===== config.mk =====
export PLATFORM = sky130hd
export DESIGN_NAME = counter_seq_ctrl_flat
export DESIGN_NICKNAME = d
export VERILOG_FILES = /design/src/rtl/counter_seq_ctrl_if.sv /design/src/rtl/counter_seq_ctrl.sv /design/src/flat_wrapper.sv
export SDC_FILE = /design/constraint.sdc
export NUM_CORES = 1
export LEC_CHECK = 0
export CAP_MARGIN = 20
export CORE_MARGIN = 1.5
export CORE_UTILIZATION = 36
export CTS_BUF_LIST = sky130_fd_sc_hd__clkbuf_2
export DETAILED_ROUTE_END_ITERATION = 8
export GPL_ROUTABILITY_DRIVEN = 0
export HOLD_SLACK_MARGIN = 0.12
export PLACE_DENSITY_LB_ADDON = 0.1
export RECOVER_POWER = 25
export SYNTH_ARGS = -nofsm -noshare
export SYNTH_HDL_FRONTEND = slang
export SYNTH_SLANG_ARGS = --single-unit

===== constraint.sdc =====
create_clock -name CLK -period 1.6 [get_ports CLK]
set_input_delay 0.16 -clock CLK [delete_from_list [all_inputs] [get_ports CLK]]
set_output_delay 0.16 -clock CLK [all_outputs]
set_load 0.01 [all_outputs]

===== src/rtl/counter_seq_ctrl_if.sv =====
// Handshake/bus bundle between the lab control logic, the sequencing
// controller and the counter datapath. The controller uses the slave view;
// the surrounding environment (lab control plus counter) uses the master view.
interface counter_seq_ctrl_if #(
  parameter int CNT_W = 4,
  parameter int VAL_W = 4
);
  // Command side
  logic             Start;
  logic             Abort;
  logic [VAL_W-1:0] Preset;
  logic [VAL_W-1:0] Target;
  logic [CNT_W-1:0] Max_steps;
  // Counter feedback (decoded counter output)
  logic [VAL_W-1:0] Count_val;
  // Counter control
  logic             Load;
  logic [VAL_W-1:0] Data;
  logic             Step;
  // Status
  logic             Busy;
  logic             Done;
  logic             Timeout;
  logic [CNT_W-1:0] Steps;

  // Environment view: drives commands and reports the counter value.
  modport master (
    output Start, Abort, Preset, Target, Max_steps, Count_val,
    input  Load, Data, Step, Busy, Done, Timeout, Steps
  );

  // Controller view.
  modport slave (
    input  Start, Abort, Preset, Target, Max_steps, Count_val,
    output Load, Data, Step, Busy, Done, Timeout, Steps
  );
endinterface


===== src/rtl/counter_seq_ctrl.sv =====
// Sequencing controller for the loadable counter datapath: presets the
// counter, steps it until its decoded output matches a target, and reports
// Done, or Timeout when the step budget runs out first.
module counter_seq_ctrl #(
  parameter int CNT_W = 4,
  parameter int VAL_W = 4
) (
  input  logic                 CLK,
  input  logic                 RST,
  counter_seq_ctrl_if.slave    bus
);

  typedef enum logic [1:0] {
    IDLE = 2'd0,
    LOAD = 2'd1,
    RUN  = 2'd2,
    FIN  = 2'd3
  } state_t;

  state_t           state;
  logic [VAL_W-1:0] preset_q;
  logic [VAL_W-1:0] target_q;
  logic [CNT_W-1:0] max_q;
  logic [CNT_W-1:0] steps_q;
  logic             done_q;
  logic             timeout_q;

  logic             hit;
  logic             spent;

  // Run-state termination conditions against the latched operands.
  assign hit   = (bus.Count_val == target_q);
  assign spent = (steps_q == max_q);

  // Decoded outputs: combinational from current state so the counter sees
  // Load/Step in the same cycle the controller is in LOAD/RUN.
  assign bus.Load    = (state == LOAD);
  assign bus.Busy    = (state == LOAD) || (state == RUN);
  assign bus.Step    = (state == RUN) && !bus.Abort && !hit && !spent;
  assign bus.Data    = preset_q;
  assign bus.Done    = done_q;
  assign bus.Timeout = timeout_q;
  assign bus.Steps   = steps_q;

  // Control FSM with operand latches, step counter and registered
  // Done/Timeout pulses.
  // NOTE: all state here uses non-blocking assignments so every register
  // samples pre-edge values regardless of statement order.
  always_ff @(posedge CLK) begin
    if (RST) begin
      state     <= IDLE;
      preset_q  <= '0;
      target_q  <= '0;
      max_q     <= '0;
      steps_q   <= '0;
      done_q    <= 1'b0;
      timeout_q <= 1'b0;
    end else begin
      // Pulses default low; only the RUN->FIN transition raises one.
      done_q    <= 1'b0;
      timeout_q <= 1'b0;
      case (state)
        IDLE: begin
          if (bus.Start) begin
            preset_q <= bus.Preset;
            target_q <= bus.Target;
            max_q    <= bus.Max_steps;
            steps_q  <= '0;
            state    <= LOAD;
          end
        end
        LOAD: begin
          state <= bus.Abort ? IDLE : RUN;
        end
        RUN: begin
          // Abort beats a match, a match beats an exhausted budget.
          if (bus.Abort) begin
            state <= IDLE;
          end else if (hit) begin
            state  <= FIN;
            done_q <= 1'b1;
          end else if (spent) begin
            state     <= FIN;
            timeout_q <= 1'b1;
          end else begin
            steps_q <= steps_q + 1'b1;
          end
        end
        FIN: begin
          // Start is deliberately ignored here; no command queuing.
          state <= IDLE;
        end
        default: state <= IDLE;
      endcase
    end
  end

endmodule


===== src/flat_wrapper.sv =====
// flat-port wrapper written by rule: the top's interface ports become plain ports
module counter_seq_ctrl_flat 
#(
  parameter int CNT_W = 4,
  parameter int VAL_W = 4
)
  (CLK, RST, bus_Start, bus_Abort, bus_Preset, bus_Target, bus_Max_steps, bus_Count_val, bus_Load, bus_Data, bus_Step, bus_Busy, bus_Done, bus_Timeout, bus_Steps);
  counter_seq_ctrl_if #(.CNT_W(CNT_W), .VAL_W(VAL_W)) bus_i ();
  input  logic CLK;
  input  logic RST;
  input wire logic [$bits(bus_i.Start)-1:0] bus_Start;
  input wire logic [$bits(bus_i.Abort)-1:0] bus_Abort;
  input wire logic [$bits(bus_i.Preset)-1:0] bus_Preset;
  input wire logic [$bits(bus_i.Target)-1:0] bus_Target;
  input wire logic [$bits(bus_i.Max_steps)-1:0] bus_Max_steps;
  input wire logic [$bits(bus_i.Count_val)-1:0] bus_Count_val;
  output wire logic [$bits(bus_i.Load)-1:0] bus_Load;
  output wire logic [$bits(bus_i.Data)-1:0] bus_Data;
  output wire logic [$bits(bus_i.Step)-1:0] bus_Step;
  output wire logic [$bits(bus_i.Busy)-1:0] bus_Busy;
  output wire logic [$bits(bus_i.Done)-1:0] bus_Done;
  output wire logic [$bits(bus_i.Timeout)-1:0] bus_Timeout;
  output wire logic [$bits(bus_i.Steps)-1:0] bus_Steps;
  assign bus_i.Start = bus_Start;
  assign bus_i.Abort = bus_Abort;
  assign bus_i.Preset = bus_Preset;
  assign bus_i.Target = bus_Target;
  assign bus_i.Max_steps = bus_Max_steps;
  assign bus_i.Count_val = bus_Count_val;
  assign bus_Load = bus_i.Load;
  assign bus_Data = bus_i.Data;
  assign bus_Step = bus_i.Step;
  assign bus_Busy = bus_i.Busy;
  assign bus_Done = bus_i.Done;
  assign bus_Timeout = bus_i.Timeout;
  assign bus_Steps = bus_i.Steps;
  counter_seq_ctrl #(.CNT_W(CNT_W), .VAL_W(VAL_W)) u_core (.CLK(CLK), .RST(RST), .bus(bus_i));
endmodule

==> results of run 1 <==
through the flow:
stage	setup slack [ns]	setup TNS, ns	cells
2_1_floorplan	0.005233	0	111
3_3_place_gp	-0.1624	-0.2567	184
3_5_place_dp	-0.1973	-0.3402	184
4_1_cts	-0.03969	-0.07805	191
5_1_grt	-0.06750	-0.2350	192
6_report	0.009242	0	192
cell usage after synthesis:
cell and number:
sky130_fd_sc_hd__a21oi_1 13, sky130_fd_sc_hd__a31oi_1 1, sky130_fd_sc_hd__and2_1 1, sky130_fd_sc_hd__buf_1 1, sky130_fd_sc_hd__clkbuf_1 2, sky130_fd_sc_hd__clkbuf_2 1
sky130_fd_sc_hd__dfxtp_1 20, sky130_fd_sc_hd__ha_1 5, sky130_fd_sc_hd__inv_1 2, sky130_fd_sc_hd__inv_2 1, sky130_fd_sc_hd__mux2i_1 1, sky130_fd_sc_hd__nand2_1 26
sky130_fd_sc_hd__nand3_1 4, sky130_fd_sc_hd__nand3b_1 1, sky130_fd_sc_hd__nand4_1 2, sky130_fd_sc_hd__nor2_1 5, sky130_fd_sc_hd__nor2b_1 1, sky130_fd_sc_hd__nor3_1 4
sky130_fd_sc_hd__nor3b_1 1, sky130_fd_sc_hd__o211ai_1 3, sky130_fd_sc_hd__o21ai_0 1, sky130_fd_sc_hd__o21ai_1 1, sky130_fd_sc_hd__o31ai_1 2, sky130_fd_sc_hd__o41ai_1 1
sky130_fd_sc_hd__or3_2 1, sky130_fd_sc_hd__or3_4 1, sky130_fd_sc_hd__or4b_1 1, sky130_fd_sc_hd__xnor2_1 8
layout by cell type (no fill, tap or decap), types with 3 or more instances in the layout:
master and instances:
sky130_fd_sc_hd__a21oi_1 13, sky130_fd_sc_hd__buf_4 19, sky130_fd_sc_hd__clkbuf_2 4, sky130_fd_sc_hd__clkdlybuf4s50_1 28, sky130_fd_sc_hd__dfxtp_1 13, sky130_fd_sc_hd__dfxtp_2 7
sky130_fd_sc_hd__ha_1 3, sky130_fd_sc_hd__nand2_1 26, sky130_fd_sc_hd__nand3_1 3, sky130_fd_sc_hd__nor2_1 5, sky130_fd_sc_hd__nor3_1 3, sky130_fd_sc_hd__o211ai_1 3
sky130_fd_sc_hd__xnor2_1 8
metal layers:
| metal | vias to the layer above | part of all wire (%) |
|---|---|---|
| li1 | 481 | - |
| met1 | 423 | 42 |
| met2 | 20 | 51 |
| met3 | 7 | 2.9 |
| met4 | 0 | 3.9 |
| met5 | - | 0 |
worst max path at each step:
stage,slack [ns],to,cells after the start,from
detailed placement,-0.20,bus_Step,6,bus_Count_val[2]
CTS,-0.04,u_core.bus.Steps[2],6,u_core.state[0]
global placement,-0.16,bus_Step,6,bus_Count_val[1]
floorplan,0.005,u_core.bus.Steps[2],6,u_core.state[0]
global route,-0.07,u_core.bus.Steps[2],8,u_core.state[0]
finish,0.009,u_core.bus.Steps[3],7,u_core.state[0]
timing repair:
action                                  CTS  global route
pin swaps                                 5             4
endpoints found under the setup margin    4            11
gates cloned                              0             0
gates resized for setup                  11            13
setup buffers                             4             1
worst max-delay path: stages, from the launching register on:
cell	delay [ns]
sky130_fd_sc_hd__dfxtp_2	0.37
sky130_fd_sc_hd__inv_2	0.08
sky130_fd_sc_hd__ha_4	0.15
sky130_fd_sc_hd__inv_4	0.04
sky130_fd_sc_hd__buf_4	0.13
sky130_fd_sc_hd__buf_4	0.13
sky130_fd_sc_hd__or3_2	0.44
sky130_fd_sc_hd__o31ai_1	0.19
cell families after synthesis:
group           after synthesis  synth area share, %
mux                           1                1.084
compound gates               22                13.82
simple gates                 48                24.39
buf+inv                       7                2.980
fa+ha+maj                     5                6.775
xor+xnor                      8                7.588
flops                        20                43.36
registers in the layout, summed over array words and instances (netlist names):
register / count
u_core.bus.Data: 4
u_core.bus.Steps: 4
u_core.max_q: 4
u_core.target_q: 4
u_core.state: 2
u_core.bus.Done: 1
u_core.bus.Timeout: 1
cell type report:
cell class / count / area [um^2] / area share, %
inverters: 3 / 13.76 / 0.9167
multi-input cells: 84 / 540.5 / 36.00
clock buffers: 3 / 15.01 / 1.000
clock inverters: 1 / 30.03 / 2.000
well taps: 30 / 37.54 / 2.500
flip-flops and latches: 20 / 409.1 / 27.25
repair buffers: 51 / 455.4 / 30.33
report_power, final:
| part | internal, uW | total, uW | switching (uW) |
|---|---|---|---|
| Combinational | 153 | 279 | 126 |
| Clock | 216 | 387 | 171 |
| Sequential | 526 | 542 | 15.7 |
==> reports/summary.md, run 1 <==
The run finished with clean final reports. The worst-case reg-to-reg path depth came out at 7. In this run the core area contains 18 standard-cell rows.

Cell taking the most area after synthesis: sky130_fd_sc_hd__dfxtp_1. Before antenna repair, the detailed router went through 4 iterations. The leakage power figure was 0.0005832 uW. For the starting density of the core, the log shows 37.61%. The total setup violations reported at the end of the flow was 0; the floorplan die width was 53.65 um. Timing would allow up to 628.6 MHz.

The part of the Yosys area used for sequential elements is 43.36%. The share of synthesized area in the top cell type comes to 43.36%. The core region is 2455 um^2. In this run, CTS created clock tree buffers numbering 3.

Entering global routing, the biggest net connects 19 pins. The number of hold-slack violations in the final timing report is 0. The startpoint identified for the worst hold timing path is bus_Target[0]. The transition time of the tightest slew-check pin is 0.4128 ns.

After synthesis, the mean cell area works out to 8.319 um^2. The logs give 0 for the count of inserted antenna diode cells and 2 for the maximum buffer depth of the clock tree. The synthesized netlist contains 28 unique library cells.

The cell depth of the worst hold path is 3. Cells fill 61.16% of the core in the end. Yosys attributes the largest share of cell area to sky130_fd_sc_hd__dfxtp_1 (43%), sky130_fd_sc_hd__nand2_1 (11%), sky130_fd_sc_hd__xnor2_1 (7.6%), sky130_fd_sc_hd__a21oi_1 (7.0%), sky130_fd_sc_hd__ha_1 (6.8%). After global routing, the most crowded layer is met2. Class of the most critical hold timing path: in2reg. The post-route total power was 1207 uW; the number of clock sinks was 20. The worst-case clock skew was 0.006706 ns. Total nets after synthesis: 136. The tools report the number of DRC markers in iteration 0 as 6.

The count of pins on the block boundary was 33; the area of the mapped netlist was 923.4 um^2. The flop and latch count out of synthesis was 20. The layout has 227 filler cells.

The run gives 1.87 ns as the required time of the worst setup path. The kind of start point of the critical path is a register. The die covers 2878 um^2. Setup repair after global routing could not meet its margin everywhere.

Along the worst path, the maximum fanout reaches 3. Summed over all layers, the global routing overflow is 0. Final hold analysis gives a worst-case slack of 0.3335 ns. The clock tree root driver cell is sky130_fd_sc_hd__clkbuf_2. After clock tree synthesis, the clock-pin slew on the worst setup and hold paths is 0.20 ns. Depth of the CTS H-tree: 1.

The logs give 0.34 ns for the clock latency on the worst-skew pair and 1.86 ns for the arrival time of the worst setup path. The post-route fraction of the period consumed by the critical path works out to 99.42%. Kind of end point of the critical path: a register. The number of buffers inserted by hold repair at cts was 0.

Clock period minus worst slack: 1.591 ns. The global routing usage on met2 is 32.72%. For this design the ratio of total power to cell area is 804.2 nW/um^2.

The DRC violation count after routing came out at 0. For this run, the number of Yosys warnings is 0. The first global-routing pass estimated 3788 um of wire. The wire-length estimate of the detail-placed layout is 1664 um. The number of nets still failing antenna checks after routing came out at 0. In the final layout, the share of cells above drive strength 1 is 25.93%. The count of buffers added on input and output ports is 32. For the total number of vias, the log shows 931. Measured against its own limit, the worst slew margin works out to 72.41%. TritonCTS built the clock tree.

The finished cells cover 1501 um^2. The post-synthesis to final-layout area growth is 62.60%, and the placed instance area is 1390 um^2. The via count of the first global-routing pass is 920.

The run gives 18.54% as the total routing resource utilization after global routing. In this run the critical register-to-register path is captured at u_core.bus.Steps[3]. Number of antenna violations at the first check in global routing: 0.

In this run the critical register-to-register path is launched from u_core.state[0]. The routed wirelength normalized by instance count came out at 12.02 um. For met3 alone, demand over resource in global routing was 2.778%. The worst-case IR drop observed on VDD is 559.7 uV. The cell count after synthesis came out at 111. In this run the vertical extent of the chip is 53.65 um.

Dividing the detail-routed via count by the number of cells gives 4.849. Global routing consumed, on the met1 layer, 21.29% of the routing resources. The logs give 0 for the reported max-cap violation count and 0 for the count of pins over their slew limit. The final layout contains routed wiring with a total length of 2308 um. The tools report the end of the worst hold path as u_core.target_q[0]. The critical path in this run is classified as reg2reg. In this run the register-to-register setup slack is 0.009 ns. The number of nets in the layout came out at 188.
Note: power is estimated with default switching activity, not from simulation.
==> run 2: changes to the inputs <==
CORE_ASPECT_RATIO = 1.2   (was unset)
==> run 2 against run 1 <==
Global-route usage fell by 1.4 points. Total power fell by 0.22%. Clock skew rose by 0.016 ns. Non-clock buffer count did not move. Largest power group unchanged. Count of clock-buffer cells in the layout did not move. Largest cell class unchanged. Sequential share of layout area fell by 0.50 points. Setup slack improved by 0.0041 ns.
==> reports/summary.md, run 2 (synthesis results as in run 1) <==
The critical-path cell with the highest stage delay was sky130_fd_sc_hd__dfxtp_2. For the worst setup slack after layout, the log shows 0.01335 ns (+0.004107 ns). The run gives 0 (unchanged) as the count of pins over their slew limit. The signal on the critical path passes through inv_4 -> buf_6 -> ha_4 -> mux2i_4 -> nor2_1 -> nand3_2 -> o211ai_1 -> o31ai_2. The largest driver fanout on the critical path works out to 6 (+3). Clock transition at the register clock pins on the worst setup and hold paths after CTS: 0.21 ns (about the same). The arrival time of the worst setup path was 1.80 ns (-0.06 ns); the number of antenna violations at the first check in global routing was 0 (unchanged). Transition time of the tightest slew-check pin: 0.4382 ns (+0.02540 ns). The post-route fraction of the period consumed by the critical path came out at 99.17% (-0.26 points). The library cells used most frequently in the layout, excluding fill and tap cells, are sky130_fd_sc_hd__clkdlybuf4s50_1 (27), sky130_fd_sc_hd__nand2_1 (26), sky130_fd_sc_hd__buf_4 (18). The leakage power figure was 0.0006086 uW (+4.4%). The routed wirelength normalized by instance count was 12.36 um (+2.8%); the pre-CTS worst setup slack was -0.1692 ns (+0.02813 ns). For the final global-route overflow total, the log shows 0 (unchanged). The vias per cell works out to 4.855 (+0.12%).

TritonCTS built the clock tree. The tools report the fill cell total of the finished layout as 200 (-12%). The post-synthesis to final-layout area growth came out at 66.67%. The standard cell core area was 2354 um^2 (-4.1%). The starting density of the core was 39.23% (+1.6 points).

The tools report the number of DRC markers in iteration 0 as 8 (+2). Maximum VDD drop: 679.6 uV (+21%). The reported max-cap violation count is 0 (unchanged), and the count of inserted antenna diode cells is 0 (unchanged). Peak clock frequency supported by timing: 630.3 MHz (+0.26%). The run gives 0 (unchanged) as the DRC violation count after routing.

The tools report the number of buffers created by CTS as 3 (unchanged). The run finished with clean final reports. Worst-case clock skew: 0.02238 ns (+0.01567 ns). The tree is rooted in a sky130_fd_sc_hd__clkbuf_2. The post-detailed-placement half-perimeter wirelength is 1690 um (+1.6%), and the cell area power density is 782.8 nW/um^2 (-2.7%).

The sum of routed wire length over all layers was 2385 um (+3.3%). The relative slew slack was 70.72% (-1.7 points). The count of pins on the block boundary is 33 (unchanged). The path class of the tightest hold or removal check is in2reg. The tools report the number of hold-slack violations in the final timing report as 0 (unchanged). The first-pass GRT wire length is 3753 um (-0.92%). The cell depth of the worst hold path was 3 (unchanged); the number of clock sinks was 20 (unchanged).

The total routing resource utilization after global routing is 17.13% (-1.4 points). Setup repair after global routing could not meet its margin everywhere. Clock latency on the worst-skew pair: 0.32 ns (-0.02 ns). The critical path starts at u_core.state[0]. The maximum cell stage delay along the critical path is 0.39 ns (-0.05 ns), and the number of buffers inserted by port buffering is 32 (unchanged). Depth of the CTS H-tree: 1 (unchanged). Largest net degree at the start of global routing: 19 (unchanged).

The vertical die dimension was 58.48 um (+9.0%); the required time of the worst setup path was 1.81 ns (-0.06 ns). The fraction of final layout cells with drive strength greater than 1 came out at 27.16% (+1.2 points). The tools report the startpoint of the worst-slack reg-to-reg timing path as u_core.state[0]. For the sum of negative setup slack, the log shows 0 ns (unchanged). The critical path is of the reg2reg type. For the worst-case register-to-register setup slack, the log shows 0.01 ns (about the same). The commonest non-fill, non-tap cell in the layout is sky130_fd_sc_hd__clkdlybuf4s50_1.

The floorplan die width is 49.23 um (-8.2%). The number of buffers inserted by hold repair at cts was 0 (unchanged); the worst-case reg-to-reg path depth was 8 (+1). The tools report the kind of start point of the critical path as a register. Maximum buffer depth of the clock tree: 2 (unchanged). The tools report the via count of the first global-routing pass as 884 (-3.9%). STA classifies the critical path endpoint as a register. The die footprint is 2879 um^2 (about the same), and the clock period minus worst slack is 1.587 ns (-0.004107 ns). The run gives 4 (unchanged) as the detailed-routing iteration count for the pre-antenna-repair pass. The total setup violations reported at the end of the flow came out at 0 (unchanged).

The critical path endpoint was u_core.bus.Steps[3]. The tools report the number of nets in the layout as 188 (unchanged). The endpoint identified for the worst register-to-register timing path is u_core.bus.Steps[3].

The floorplan row count came out at 19 (+1). The total number of vias was 937 (+0.64%); the number of nets still failing antenna checks after routing was 0 (unchanged).
==> run 2: cell count changes in the layout (fill, tap and decap cells not counted), sizes merged <==
cell / before / now
buf: 20 / 19
clkdlybuf4s15: 1 / 2
dlymetal6s2s: 1 / 2
clkdlybuf4s50: 28 / 27
==> run 2: worst min-delay path by stage <==
stage / from / end / slack, ns
after floorplan: bus_Max_steps[0] / u_core.max_q[0] / 0.30
after global placement: u_core.bus.Data[0] / u_core.bus.Data[0] / 0.44
after detailed placement: u_core.bus.Data[3] / u_core.bus.Data[3] / 0.45
after CTS: bus_Max_steps[1] / u_core.max_q[1] / 0.33
after global routing: bus_Target[3] / u_core.target_q[3] / 0.32
final: bus_Max_steps[1] / u_core.max_q[1] / 0.35
==> run 2: area by class of cell <==
cell class	instances	area, um^2	share of cell area (%)
Sequential cell	20	411.6	26.75
Inverter	3	13.76	0.8943
Timing Repair Buffer	51	466.7	30.33
Multi-Input combinational cell	84	563.0	36.59
Clock inverter	1	30.03	1.951
Tap cell	31	38.79	2.520
Clock buffer	3	15.01	0.9756
==> run 2: stage by stage <==
| step | utilization (%) | hold WS (ns) | cell area [um^2] | total power (uW) | instances |
|---|---|---|---|---|---|
| after CTS | 63.69 | 0.3277 | 1499 | 1197 | 193 |
| after global routing | 65.39 | 0.3231 | 1539 | 1268 | 193 |
| after floorplan | - | 0.2960 | 935.9 | 673.2 | 111 |
| after global placement | 59.12 | 0.4416 | 1391 | 799.6 | 185 |
| final | 65.39 | 0.3461 | 1539 | 1205 | 193 |
| after detailed placement | 59.12 | 0.4500 | 1391 | 804.0 | 185 |
==> run 2: metal layers <==
layer / routed length [um] / vias up / track usage [%]
met2: 1336 / 19 / 31.85
met4: 15 / 0 / 8.571
met3: 69 / 2 / 1.523
li1: - / 481 / -
met1: 963 / 435 / 19.59
met5: 0 / - / 0
==> run 2: where the power goes <==
part           switching (uW)  total (uW)  internal, uW
combinational             128         289           160
clock                     157         373           216
sequential               18.3         543           525
==> run 2: worst max-delay path, delay by kind of cell (launching register included) <==
kind            cells  cell delay, ns
buf+inv             2            0.16
fa+ha+maj           1            0.17
flops               1            0.39
simple gates        2            0.27
mux                 1            0.19
compound gates      2            0.31
==> run 2: what timing repair did <==
| action | 4_1_cts | 5_1_grt |
|---|---|---|
| resized for setup | 15 | 16 |
| setup buffers | 5 | 0 |
| pin swaps | 10 | 8 |
| endpoints found under the setup margin | 5 | 8 |
==> run 3: changes to the inputs <==
TNS_END_PERCENT = 10   (was unset)
==> run 3 against run 2 <==
The flow now finishes with violations (negative setup slack). Final area is 3.8% lower. Worst hold slack better by 0.0049 ns. Non-clock buffer count is 3 lower. Clock skew is 0.0037 ns lower. Largest power group unchanged.
==> reports/summary.md, run 3 (synthesis results as in run 1) <==
The logs give 597.2 MHz (-5.2%) for the peak clock frequency supported by timing and 2270 um (-4.8%) for the sum of routed wire length over all layers. Number of nets in the layout: 185 (-1.6%). The worst setup slack after layout came out at -0.07440 ns (-0.08775 ns). Startpoint of the worst-slack reg-to-reg timing path: u_core.state[1]. The worst hold slack is 0.3510 ns (+0.004892 ns), and the number of DRC markers in iteration 0 is 7 (-1). The cell area power density came out at 791.2 nW/um^2 (+1.1%). For the relative slew slack, the log shows 71.44% (+0.72 points). The maximum buffer depth of the clock tree was 2 (unchanged). The commonest non-fill, non-tap cell in the layout was sky130_fd_sc_hd__clkdlybuf4s50_1. The floorplan row count was 19 (unchanged); the total number of vias was 920 (-1.8%). TritonCTS built the clock tree. Setup repair after global routing could not meet its margin everywhere.

The tools report the number of nets still failing antenna checks after routing as 0 (unchanged). Placed instance area: 1391 um^2 (unchanged). The clock latency on the worst-skew pair is 0.32 ns (about the same). The run gives 1.87 ns (+0.06 ns) as the required time of the worst setup path. The critical path goes through buf_6 -> ha_4 -> inv_2 -> or3_4 -> or4b_1 -> o21ai_1. The tools report the number of antenna violations at the first check in global routing as 0 (unchanged).

For the number of hold-slack violations in the final timing report, the log shows 0 (unchanged). The tools report the kind of start point of the critical path as a register. The clock tree root driver cell was sky130_fd_sc_hd__clkbuf_2.

The run finished, with violations left. Post-detailed-placement half-perimeter wirelength: 1690 um (unchanged). Leaving out fill and tap cells, the most frequent cells in the layout are sky130_fd_sc_hd__clkdlybuf4s50_1 (27), sky130_fd_sc_hd__nand2_1 (26), sky130_fd_sc_hd__buf_4 (15). The maximum VDD drop is 643.8 uV (-5.3%). The floorplan die width is 49.23 um (unchanged). The critical-path cell with the highest stage delay is sky130_fd_sc_hd__or4b_1. The fraction of final layout cells with drive strength greater than 1 is 23.90% (-3.3 points), and the total setup violations reported at the end of the flow is 1 (+1). For the standard cell core area, the log shows 2354 um^2 (unchanged). The clock transition at the register clock pins on the worst setup and hold paths after CTS came out at 0.20 ns (about the same). The final cell utilization of the core is 62.89% (-2.5 points), and the count of pins on the block boundary is 33 (unchanged).

The transition time of the tightest slew-check pin works out to 0.4274 ns (-0.01079 ns). In this run the worst hold path is classified as in2reg. The maximum cell stage delay along the critical path is 0.52 ns (+0.13 ns), and the reported max-cap violation count is 0 (unchanged).

Relative to the synthesized area, the layout overhead comes to 60.30%. The vertical die dimension is 58.48 um (unchanged), and the via count of the first global-routing pass is 862 (-2.5%). For the count of inserted antenna diode cells, the log shows 0 (unchanged). Final global-route overflow total: 0 (unchanged). The cell depth of the worst hold path is 3 (unchanged).

The worst path buffer plus inverter count works out to 2 (unchanged). The kind of end point of the critical path is a register. The number of buffers inserted by hold repair at cts was 0 (unchanged); the routed wirelength normalized by instance count was 11.95 um (-3.3%).

The largest driver fanout on the critical path was 3 (-3); the final design area excluding fillers was 1480 um^2 (-3.8%). Vias per cell: 4.842 (-0.26%). The depth of the CTS H-tree came out at 1 (unchanged). The checks that failed: negative setup slack. The DRC violation count after routing was 0 (unchanged). The tools report the largest net degree at the start of global routing as 19 (unchanged).

The clock period minus worst slack was 1.674 ns (+0.08775 ns). The worst-case clock skew is 0.01868 ns (-0.003697 ns). The tools report the die footprint as 2879 um^2 (unchanged). The worst-case reg-to-reg path depth was 6 (-2). Category of the critical setup timing path: reg2reg. The tools report the end of the worst hold path as u_core.target_q[3]. The run gives 16.47% (-0.66 points) as the total routing resource utilization after global routing. The worst-case register-to-register setup slack was -0.07 ns (-0.09 ns); the fill cell total of the finished layout was 206 (+3.0%).

The logs give 185 (unchanged) for the cell count after placement and 190 (-1.6%) for the final cell count without fillers. The first-pass GRT wire length came out at 3622 um (-3.5%). The tools report the number of buffers created by CTS as 3 (unchanged).

The leakage power figure was 0.0005912 uW (-2.9%). The number of buffers inserted by port buffering was 32 (unchanged); the starting density of the core was 39.23% (unchanged). The run gives 0 (unchanged) as the count of pins over their slew limit.

The startpoint identified for the worst hold timing path is bus_Target[3]. The tools report the number of clock sinks as 20 (unchanged). The post-route fraction of the period consumed by the critical path works out to 104.7% (+5.5 points). The detailed-routing iteration count for the pre-antenna-repair pass is 4 (unchanged), and the arrival time of the worst setup path is 1.94 ns (+0.14 ns).

Broken down by cell family, the worst path's largest delay share belongs to simple AND/OR/NAND/NOR gates. In this run the critical register-to-register path is captured at u_core.bus.Steps[2].
-- run 3: cell count changes in the layout (fill, tap and decap cells not counted), sizes merged --
cell / before / now
buf: 19 / 16
dlygate4sd2: 0 / 1
clkdlybuf4s15: 2 / 1
-- run 3: metal layers --
metal  up-vias  global-route usage, %  part of all wire (%)
met5         -                      0                     0
met4         0                  8.571                  0.66
met3         2                  1.523                   3.2
met2        19                  30.31                    57
met1       424                  18.92                    40
li1        475                      -                     -
-- run 3: worst max-delay path by stage --
| stage | from | end | slack [ns] | cells after the start |
|---|---|---|---|---|
| 2_1_floorplan | u_core.state[0] | u_core.bus.Steps[2] | 0.005 | 6 |
| 3_3_place_gp | bus_Count_val[1] | bus_Step | -0.17 | 6 |
| 3_5_place_dp | bus_Count_val[1] | bus_Step | -0.17 | 6 |
| 4_1_cts | u_core.state[1] | u_core.bus.Steps[2] | -0.08 | 6 |
| 5_1_grt | u_core.state[0] | u_core.bus.Steps[2] | -0.13 | 6 |
| 6_report | u_core.state[1] | u_core.bus.Steps[2] | -0.07 | 6 |
-- run 3: per-stage QoR --
step	setup TNS [ns]	power [uW]	setup WS (ns)
floorplan	0	673.2	0.005233
CTS	-0.09972	1180	-0.08372
finish	-0.07440	1171	-0.07440
global route	-0.2012	1235	-0.1301
detailed placement	-0.3624	804.0	-0.1692
global placement	-0.2773	799.6	-0.1687
-- run 3: worst min-delay path: cells and delay by family --
kind / cells / cell delay, ns
AOI/OAI and AO/OA: 1 / 0.05
buffers and inverters: 1 / 0.40
and+or+nand+nor: 1 / 0.05
-- run 3: power breakdown --
group,internal [uW],total (uW),switching [uW]
sequential,526,543,16.5
combinational,140,258,118
clock,216,371,155
-- run 3: layout make-up --
type	instances	area [um^2]	share of cell area [%]
repair buffers	48	442.9	29.92
clock inverters	1	30.03	2.029
inverters	3	11.26	0.7608
clock buffers	3	15.01	1.014
well taps	31	38.79	2.620
flip-flops and latches	20	410.4	27.73
multi-input cells	84	531.8	35.93
-- run 3: repair_timing --
action | 4_1_cts | 5_1_grt
buffers inserted | 1 | 0
pin swaps | 4 | 5
resized for setup | 11 | 10
endpoints found under the setup margin | 5 | 8
hold endpoints to repair | 0 | 0
==> RTL change 1: new RTL, settings of run 2 <==
Reset style: asynchronous (`RST`), changed in one clocked block.
--- a/src/rtl/counter_seq_ctrl.sv
+++ b/src/rtl/counter_seq_ctrl.sv
@@ -46,7 +46,7 @@
   // Done/Timeout pulses.
   // NOTE: all state here uses non-blocking assignments so every register
   // samples pre-edge values regardless of statement order.
-  always_ff @(posedge CLK) begin
+  always_ff @(posedge CLK or posedge RST) begin
     if (RST) begin
       state     <= IDLE;
       preset_q  <= '0;
Check against the original RTL: differs if RST is asserted again (counterexample within 4 cycles, from zero or initial values and one cycle with RST high); with RST held inactive, the same outputs for 10 cycles.
==> RTL change 1 against run 2 <==
Final area is 9.5% higher. Synthesized area is 13% higher. Sequential cell count is the same. Setup slack improved by 0.052 ns. Count of clock-buffer cells in the layout unchanged. Wire length is 3.1% lower. Via count decreased by 6.2%. Largest cell class unchanged.
Power is not compared: it rests on default switching activity, and its combinational part moved more than twofold at a synthesized area within 25%.
==> RTL change 1: results (changes against run 2) <==
hold-worst-slack_ns: 0.454  # +0.108 ns
drtIter0Drc: 11  # +3
grt_pass1_wl_mm: 3.66  # -2.4%
hp-start: "bus_Preset[0]"
startpoint: "u_core.state[0]$_DFFE_PP0P_"
skew_ns: 0.00891  # -0.0135 ns
clk_pin_slew_worst_paths_ns: 0.18  # -0.03 ns
syn_nets: 113  # -17%
track_usage_pct: 15.3  # -1.8 points
min_path_cells: 2  # -1
relSlewSlack_pct: 76.9  # +6.2 points
status: "finished, final reports clean"
root_buffer: "clkbuf_2"
async_reset_ff_share_pct: 100  # +100 points
ys_seq_area_share_pct: 47.8  # +4.4 points
synth_edf_count: 0  # unchanged
grt_max_degree: 15  # -4
hold_class: "primary input to flop"
timing.rr.end: "u_core.bus.Steps[2]$_DFFE_PP0P_"
timing.rr.start: "u_core.state[1]$_DFFE_PP0P_"
cts_buffer_depth: 2  # unchanged
pre_cts_slack_ns: -0.168  # +0.000984 ns
synth_area_leaders: "dfrtp_1 48%, mux2_2 13%, ha_1 6.0%"
synth_cells: 88  # -21%
whs_endpoint: "u_core.bus.Data[0]$_DFFE_PP0P_"
reg2reg_depth: 6  # -2
cts_buffers: 3  # unchanged
insertion_delay_ns: 0.30  # -0.02 ns
endpoint: "bus_Step"
dpl.hpwl_mm: 1.76  # +4.3%
yosys-top-cells-count: "20 x dfrtp_1, 12 x mux2_2, 7 x xnor2_1, 5 x ha_1, 5 x nand2_1"
power.leakage_uw: 0.000817
ys_types: 29  # +3.6%
ff2ff_setup_slack_ns: 0.09  # +0.08 ns
final_nets: 170  # -9.6%
diodes: 0  # unchanged
portBuffers: 32  # unchanged
vdd_drop_max_mv: 0.950
cts.htree.levels: 1  # unchanged
yosys_warnings: 0  # unchanged
instances_no_fill: 177  # -8.3%
place_area_um2: 1530  # +9.6%
antenna_found_initial: 0  # unchanged
drive_gt1_share_pct: 38.5  # +11 points
firstDrtPassIters: 3  # -1
cp.arrival_ns: 1.37  # -0.43 ns
vias: 879  # -6.2%
fin_crit_sh_pct: 95.9  # -3.3 points
cp_max_fo: 3  # -3
avgRoutedWirePerCell_um: 13.1  # +5.6%
[RTL change 1: cell count changes after synthesis, moves of 3 or more]
cell      before  now
mux2_2         0   12
nand3_1        4    1
o211ai_1       3    0
nor3_1         4    1
dfxtp_1       20    0
nand2_1       26    5
dfrtp_1        0   20
a21oi_1       13    3
[RTL change 1: cell type report]
| class | instances | area (µm²) |
|---|---|---|
| fillers | 252 | 1100 |
| flip-flops and latches | 20 | 500 |
| inverters | 4 | 15.0 |
| repair buffers | 54 | 497 |
| multi-input cells | 62 | 616 |
| well taps | 34 | 42.5 |
| clock buffers | 3 | 15.0 |
[RTL change 1: worst max-delay path, stage by stage (launching register included)]
cell     delay, ns
dfrtp_1       0.42
inv_2         0.11
ha_4          0.14
nor2b_4       0.13
and3_1        0.15
buf_2         0.12
[RTL change 1: kinds of logic after synthesis]
kind of cell    count (synthesis)  share of synthesized area (%)
compound gates                 14                           10.2
xor+xnor                        8                           7.41
fa+ha+maj                       5                           5.97
buf+inv                         6                           2.39
flops                          20                           47.8
mux                            13                           13.9
simple gates                   22                           12.4
[RTL change 1: repair_timing]
item,4_1_cts,5_1_grt
resized for setup,15,14
endpoints found under the setup margin,5,10
endpoints found under the hold margin,6,0
buffers inserted,1,6
hold buffers,1,0
pin swaps,2,8
[RTL change 1: per-layer routing]
layer | routed length, µm | part of all wire (%) | vias up | GRT usage [%]
met3 | 103 | 4.5 | 2 | 2.15
met5 | 0 | 0 | - | 0
met4 | 21 | 0.91 | 0 | 7.69
met2 | 1280 | 55 | 21 | 29.3
li1 | - | - | 426 | -
met1 | 909 | 39 | 430 | 16.6
[RTL change 1: report_power, final]
part	leakage, µW	total, µW	internal [µW]	switching (µW)
Clock	0.0000125	191	51.1	140
Combinational	0.000555	1480	888	597
Sequential	0.000250	848	699	149
==> RTL change 2: new RTL, config.mk and constraints of run 2 <==
Without the edit above. `VAL_W` is set to 4 in 3 places; all go to 6.
--- a/src/rtl/counter_seq_ctrl_if.sv
+++ b/src/rtl/counter_seq_ctrl_if.sv
@@ -3,7 +3,7 @@
 // the surrounding environment (lab control plus counter) uses the master view.
 interface counter_seq_ctrl_if #(
   parameter int CNT_W = 4,
-  parameter int VAL_W = 4
+  parameter int VAL_W = 6
 );
   // Command side
   logic             Start;
--- a/src/rtl/counter_seq_ctrl.sv
+++ b/src/rtl/counter_seq_ctrl.sv
@@ -3,7 +3,7 @@
 // Done, or Timeout when the step budget runs out first.
 module counter_seq_ctrl #(
   parameter int CNT_W = 4,
-  parameter int VAL_W = 4
+  parameter int VAL_W = 6
 ) (
   input  logic                 CLK,
   input  logic                 RST,
--- a/src/flat_wrapper.sv
+++ b/src/flat_wrapper.sv
@@ -2,7 +2,7 @@
 module counter_seq_ctrl_flat 
 #(
   parameter int CNT_W = 4,
-  parameter int VAL_W = 4
+  parameter int VAL_W = 6
 )
   (CLK, RST, bus_Start, bus_Abort, bus_Preset, bus_Target, bus_Max_steps, bus_Count_val, bus_Load, bus_Data, bus_Step, bus_Busy, bus_Done, bus_Timeout, bus_Steps);
   counter_seq_ctrl_if #(.CNT_W(CNT_W), .VAL_W(VAL_W)) bus_i ();
Ports: changed (resized bus_Count_val, bus_Data, bus_Preset and bus_Target); port bits go from 33 to 41. The function was not compared with the original's and may differ.
==> RTL change 2 against run 2 <==
Final area up 13%. Wire length grew 6.5%. Sequential share of layout area is 1.5 points higher. Via count is 14% higher. Sequential cell count grew 4. Synthesized area grew 20%. Clock skew fell by 0.0020 ns. Setup slack worse by 0.083 ns. The flow now finishes with violations (negative setup slack). Power increased by 1.4%. Utilization is 4.7 points lower. Combinational power grew 16%.
==> RTL change 2: results (changes against run 2) <==
status: "finished with violations"
violations: "negative setup slack"
critPathKind: "flop to output port"
timing.rr.start: "u_core.target_q[1]$_SDFFE_PP0P_"
grt_pass1_vias: 1037  # +17%
endpoint: "bus_Step"
insertion_delay_ns: 0.34  # +0.02 ns
use_met1_pct: 19.2  # -0.38 points
via_per_inst: 4.78  # -1.5%
relSlewSlack_pct: 79.0  # +8.3 points
pre_cts_slack_ns: -0.332  # -0.163 ns
syn_nets: 165  # +21%
reg2reg_depth: 7  # -1
avgRoutedWirePerCell_um: 11.3  # -8.2%
skew_ns: 0.0203  # -0.00204 ns
power.leakage_uw: 0.000713  # +17%
ys_types: 26  # -7.1%
drive_gt1_share_pct: 22.6  # -4.5 points
synth_area_leaders: "dfxtp_1 44%, nand2_1 13%, a21oi_1 8.2%"
ff2ff_setup_slack_ns: -0.02  # -0.03 ns
synth-compound-area-share_pct: 15.8  # +1.9 points
ys_seq_area_share_pct: 43.5  # +0.18 points
gr-usage-met3_pct: 3.08  # +1.6 points
tns_ns: -0.0944  # -0.0944 ns
cp_max_fo: 3  # -3
portBuffers: 40  # +25%
timing.rr.end: "u_core.state[0]$_SDFFE_PP0P_"
place_inst: 218  # +18%
finalSetupViolations: 2  # +2
grt_pass1_wl_mm: 4.34  # +16%
vias: 1071  # +14%
place_area_um2: 1650  # +18%
worst_slack_ns: -0.0697  # -0.0830 ns
synth_xor_area_share_pct: 7.94  # +0.35 points
track_usage_pct: 17.0  # -0.091 points
RTL change 2: changes by cell type after synthesis, moves of 2 or more:
cell      delta
o31ai_1      -2
nand2b_1     +6
a21oi_1      +5
nand2_1     +11
o21ai_0      +2
clkbuf_1     +3
dfxtp_1      +4
xnor2_1      +2
nor3_1       -3
RTL change 2: layout make-up:
type                    count  area [µm²]  area share [%]
multi-input cells         102         624            35.9
repair buffers             58         552            31.7
flip-flops and latches     24         492            28.3
well taps                  34        42.5            2.45
clock buffers               3        15.0           0.863
inverters                   3        13.8           0.791
RTL change 2: per-layer routing:
| layer | part of all wire [%] | vias up | routed length [µm] |
|---|---|---|---|
| met3 | 4.8 | 2 | 122 |
| met5 | 0 | - | 0 |
| met2 | 51 | 25 | 1280 |
| li1 | - | 560 | - |
| met4 | 0.79 | 0 | 20 |
| met1 | 44 | 484 | 1110 |
RTL change 2: worst min path at each step:
stage	startpoint	endpoint	slack (ns)	depth (start not counted)
6_report	bus_Target[0]	u_core.target_q[0]$_SDFFE_PP0P_	0.32	3
5_1_grt	bus_Target[0]	u_core.target_q[0]$_SDFFE_PP0P_	0.28	3
4_1_cts	bus_Target[0]	u_core.target_q[0]$_SDFFE_PP0P_	0.30	3
3_5_place_dp	u_core.bus.Data[2]$_SDFFE_PP0P_	u_core.bus.Data[2]$_SDFFE_PP0P_	0.45	2
3_3_place_gp	u_core.bus.Data[4]$_SDFFE_PP0P_	u_core.bus.Data[4]$_SDFFE_PP0P_	0.44	2
2_1_floorplan	bus_Max_steps[0]	u_core.max_q[0]$_SDFFE_PP0P_	0.30	2
RTL change 2: what timing repair did:
| item | in CTS | in global routing |
|---|---|---|
| setup endpoints to repair | 23 | 24 |
| pin swaps | 4 | 7 |
| cloned | 0 | 0 |
| buffers inserted | 1 | 2 |
| hold buffers | 0 | 0 |
| gates resized for setup | 18 | 22 |
| endpoints found under the hold margin | 0 | 0 |
RTL change 2: kinds of logic (layout without fill, tap and decap cells):
| logic type | count (synthesis) | after routing |
|---|---|---|
| and+or+nand+nor | 61 | 61 |
| AOI/OAI and AO/OA | 27 | 27 |
| DFF | 24 | 24 |
| xor gates and xnor gates | 10 | 10 |
| buffers and inverters | 9 | 64 |
| adders and majority gates | 4 | 4 |
RTL change 2: critical path, cell delays in order (launching register included):
cell and delay, ns:
dfxtp_2 0.38, xnor2_1 0.13, nand2_1 0.12, o311ai_4 0.35, inv_4 0.07, buf_6 0.12
RTL change 2: report_power, final:
group / switching, µW / total (µW) / internal (µW)
Clock: 180 / 231 / 51.0
Sequential: 19.8 / 656 / 636
Combinational: 149 / 335 / 186
Total: 349 / 1220 / 872
